--- src/rtl/moore_pkg.sv ---
// Shared types and constants for the Moore-style word serializer.
package moore_pkg;

    typedef enum logic [1:0] {
        IDLE   = 2'b00,
        SHIFT  = 2'b01,
        PARITY = 2'b10
    } state_t;

    localparam int DEFAULT_WIDTH = 8;

    function automatic int cnt_width(input int w);
        return (w < 2) ? 1 : $clog2(w);
    endfunction

endpackage

--- src/rtl/moore_serializer.sv ---
// Parallel-to-serial front end: valid/ready word in, MSB-first registered bit stream out.
// Define MOORE_SER_PARITY_EN to append an even-parity bit after each word.
module moore_serializer
    import moore_pkg::*;
#(
    parameter int WIDTH = DEFAULT_WIDTH
) (
    input  logic             clk,
    input  logic             reset,
    input  logic [WIDTH-1:0] load_data,
    input  logic             load_valid,
    output logic             load_ready,
    output logic             out_bit,
    output logic             out_valid,
    output logic             busy
);

    localparam int CW = cnt_width(WIDTH);

    state_t           state, state_n;
    logic [CW-1:0]    cnt, cnt_n;
    logic [WIDTH-1:0] sreg, sreg_n;
    logic             ob_n;
    logic             last_bit;
    logic             accept;
`ifdef MOORE_SER_PARITY_EN
    logic             par, par_n;
`endif

    always_comb begin
        state_n  = state;
        cnt_n    = cnt;
        sreg_n   = sreg;
`ifdef MOORE_SER_PARITY_EN
        par_n    = par;
`endif
        last_bit = (state == SHIFT) && (cnt == '0);
`ifdef MOORE_SER_PARITY_EN
        load_ready = (state == IDLE) || (state == PARITY);
`else
        load_ready = (state == IDLE) || last_bit;
`endif
        accept   = load_valid && load_ready;

        case (state)
            SHIFT: begin
                sreg_n = sreg << 1;
                if (!last_bit)
                    cnt_n = cnt - 1'b1;
                else
`ifdef MOORE_SER_PARITY_EN
                    state_n = PARITY;
`else
                    state_n = IDLE;
`endif
            end
`ifdef MOORE_SER_PARITY_EN
            PARITY:  state_n = IDLE;
`endif
            default: state_n = IDLE;
        endcase

        // An accept can only happen where load_ready allows it, so it overrides any state.
        if (accept) begin
            state_n = SHIFT;
            cnt_n   = CW'(WIDTH - 1);
            sreg_n  = load_data;
`ifdef MOORE_SER_PARITY_EN
            par_n   = ^load_data;
`endif
        end

        case (state_n)
            SHIFT:   ob_n = sreg_n[WIDTH-1];
`ifdef MOORE_SER_PARITY_EN
            PARITY:  ob_n = par_n;
`endif
            default: ob_n = 1'b0;
        endcase
    end

    // Outputs are flopped from next-state values so they line up with the state register.
    always_ff @(posedge clk or negedge reset) begin
        if (!reset) begin
            state     <= IDLE;
            cnt       <= '0;
            sreg      <= '0;
            out_bit   <= 1'b0;
            out_valid <= 1'b0;
            busy      <= 1'b0;
`ifdef MOORE_SER_PARITY_EN
            par       <= 1'b0;
`endif
        end else begin
            state     <= state_n;
            cnt       <= cnt_n;
            sreg      <= sreg_n;
            out_bit   <= ob_n;
            out_valid <= (state_n != IDLE);
            busy      <= (state_n != IDLE);
`ifdef MOORE_SER_PARITY_EN
            par       <= par_n;
`endif
        end
    end

endmodule
--- config.mk ---
export PLATFORM = sky130hd
export DESIGN_NAME = moore_serializer
export DESIGN_NICKNAME = d
export VERILOG_FILES = /design/src/rtl/moore_pkg.sv /design/src/rtl/moore_serializer.sv
export SDC_FILE = /design/constraint.sdc
export NUM_CORES = 1
export LEC_CHECK = 0
export CORE_MARGIN = 1.5
export CORE_UTILIZATION = 40
export DETAILED_ROUTE_END_ITERATION = 12
export GPL_ROUTABILITY_DRIVEN = 0
export GPL_TIMING_DRIVEN = 0
export PLACE_DENSITY_LB_ADDON = 0.15
export SLEW_MARGIN = 20
export SYNTH_ARGS = -nofsm -noshare
export SYNTH_HDL_FRONTEND = slang
export SYNTH_SLANG_ARGS = --single-unit
--- constraint.sdc ---
create_clock -name clk -period 1.9 [get_ports clk]
set_input_delay 0.475 -clock clk [delete_from_list [all_inputs] [get_ports clk]]
set_output_delay 0.475 -clock clk [all_outputs]
set_load 0.005 [all_outputs]
==> results.json <==
{
  "crit_path_start_kind": "register",
  "power_leakage_nw": 0.462,
  "path_clk_slew_ns": 0.09,
  "fin_skew_ns": 0.00688,
  "portBuffers": 14,
  "reg2reg_from": "cnt[0]",
  "setup_viol": 0,
  "hold_slack_ns": 0.564,
  "fin_crit_ns": 1.74,
  "power_frac_clock": 0.215,
  "avgSynthCellArea_um2": 12.5,
  "synth_fp_nets": 74,
  "grt_use_total": 0.137,
  "numCtsBuffers": 3,
  "finalCritPeriodShare": 0.918,
  "critPathArrivalTime_ns": 1.27,
  "crit_start": "cnt[0]",
  "cts_max_level": 1,
  "clock-root-buffer": "clkbuf_4",
  "clock_latency_ns": 0.28,
  "numClockSinks": 14,
  "synth_seq_area_share": 0.461,
  "antenna_found_initial": 0,
  "endpoint_kind": "output port",
  "crit_slowest_cell": "dfrtp_1",
  "cp_cell_sequence": "inv_2 > ha_4 > nand2b_4 > a21oi_1 > clkbuf_2",
  "drt_wl_total_um": 1260,
  "fp-row-count": 15,
  "wl_per_cell_um": 11.7,
  "core_area_um2": 1760,
  "post_dp_cell_area_um2": 932,
  "synth-edff-count": 0,
  "dominantRegCellSynth": "dfrtp_1",
  "crit_type": "reg2out",
  "ioPinCount": 15,
  "p_switching_mw": 0.272,
  "overflow": 0,
  "cp_num_buf_inv": 2,
  "p_comb_frac": 0.360,
  "yosysWarnings": 0,
  "grt_setup_unrepaired": "false",
  "drive_gt1_frac": 0.317,
  "first_pass_iters": 2,
  "cp.required_ns": 1.42,
  "fin_nets": 96,
  "power_density_nw_per_um2": 996,
  "area_growth_pct": 31.4,
  "cts_buffer_depth": 2,
  "status": "finished, final reports clean",
  "dpl.hpwl_um": 861,
  "max_slew.worst_pin.slew_ns": 0.619,
  "drc_errors": 0,
  "cap_violations": 0,
  "max_freq_mhz": 573,
  "hold_path.class": "reg2reg",
  "drv_slew": 0,
  "via_per_inst": 4.77,
  "slowest_delay_ns": 0.41,
  "synthCells": 61,
  "num_vias": 510,
  "ys_types": 26,
  "fp.dieH_um": 46.6,
  "critPathTopFamily": "flip-flops",
  "switching_share": 0.274,
  "irDropWorstVdd_uv": 433,
  "async_reset_ff_frac": 1.00,
  "initial_utilization": 0.431,
  "grt_max_degree": 15,
  "die_w_um": 46.6,
  "cellInternalPower_mw": 0.723,
  "drt_iter0_markers": 2,
  "final_area_um2": 1000,
  "synth_area_um2": 761,
  "synth-seq-cells": 14,
  "antennaDiodeCount": 0,
  "cts_tree": "yes",
  "die-area_um2": 2170,
  "min_from": "sreg[6]",
  "grt_pass1_wl_um": 2050,
  "p_seq_frac": 0.425,
  "worstPathMaxFanout": 4,
  "ant_nets": 0,
  "finalHoldViolations": 0,
  "relSlewSlack": 0.586,
  "grt_pass1_vias": 468
}
[registers in the layout (all words and copies together), names as in the netlist]
name and count:
state 2, out_bit 1, busy 1, cnt 3
sreg 7
[cells in the final DEF (no fill, tap or decap), drive strengths merged]
master         netlist  routed
o31ai                2       2
dfrtp               14      14
nand2b               2       2
nand2                1       1
buf                  3       6
and2b                1       1
inv                  4       4
a2bb2oi              1       1
a21oi                4       4
nor2                 2       2
nor4b                1       1
ha                   2       2
clkbuf               1       6
a211o                1       1
clkdlybuf4s50        0      13
nand3                1       1
mux2                13      13
conb                 1       1
o211ai               1       1
or3                  1       1
nor2b                3       3
a211oi               1       1
o21ai                1       1
[layout make-up]
type / count / area [um2]
flip-flops and latches: 14 / 350
inverters: 4 / 15.0
repair buffers: 17 / 158
fillers: 167 / 764
clock buffers: 4 / 36.3
well taps: 25 / 31.3
multi-input cells: 39 / 374
plain buffers: 4 / 35.0
[routing by layer]
| metal | GRT usage | vias up | wire length (um) |
|---|---|---|---|
| li1 | - | 252 | - |
| met1 | 0.195 | 246 | 647 |
| met2 | 0.197 | 12 | 543 |
| met3 | 0.0588 | 0 | 65 |
| met4 | 0.0167 | 0 | 0 |
| met5 | 0 | - | 0 |
[stage by stage]
stage	total power, mW	setup TNS, ns	std cells	util	setup WS (ns)
after floorplan	0.637	0	61	-	0.332
after global placement	0.715	-0.0406	100	0.528	-0.0406
after detailed placement	0.721	-0.0174	100	0.528	-0.0174
after CTS	0.978	0	105	0.560	0.0277
after global routing	1.07	0	107	0.567	0.0911
final	0.995	0	107	0.567	0.155
[kinds of logic after synthesis]
group / share of synthesized area
flip-flops: 0.461
multiplexers: 0.227
AND/OR/NAND/NOR: 0.115
AO/OA/AOI/OAI: 0.0954
buffers and inverters: 0.0641
adder cells (fa/ha/maj): 0.0329
other: 0.00493
[cell usage after synthesis (all sizes together) (2+ instances only)]
library cell	n	area, um2
a21oi	4	20.0
buf	3	30.0
dfrtp	14	350
ha	2	25.0
inv	4	15.0
mux2	13	173
nand2b	2	20.0
nor2	2	7.51
nor2b	3	26.3
o31ai	2	15.0
[worst reg2reg max path: cells and delay by family (launching register included)]
family	cells	cell delay [ns]
muxes	1	0.30
AOI/OAI and AO/OA	1	0.30
adders and majority gates	1	0.16
buffers and inverters	2	0.24
and+or+nand+nor	1	0.07
DFF	1	0.41
[power by group through the flow]
stage / sequential [mW] / clock, mW / combinational [mW]
finish: 0.423 / 0.214 / 0.359
global route: 0.434 / 0.237 / 0.398
CTS: 0.423 / 0.222 / 0.333
detailed placement: 0.427 / 0 / 0.294
global placement: 0.425 / 0 / 0.289
floorplan: 0.413 / 0 / 0.224
[final timing paths]
check | end | slack [ns] | depth (start not counted)
worst min register to register | out_bit | 0.56 | 2
worst max register to register | sreg[4] | 0.31 | 6
worst min-delay path | out_bit | 0.56 | 2
worst max-delay path | load_ready | 0.16 | 5
min in group asynchronous | cnt[1] | 0.57 | 1
max in group asynchronous | sreg[4] | 0.92 | 1
[what timing repair did]
| item | 4_1_cts | 5_1_grt |
|---|---|---|
| resized for setup | 5 | 4 |
| hold buffers | 0 | 0 |
| buffers inserted | 1 | 2 |
| setup endpoints to repair | 1 | 1 |
No activity file was read; power rests on OpenSTA's default activity.
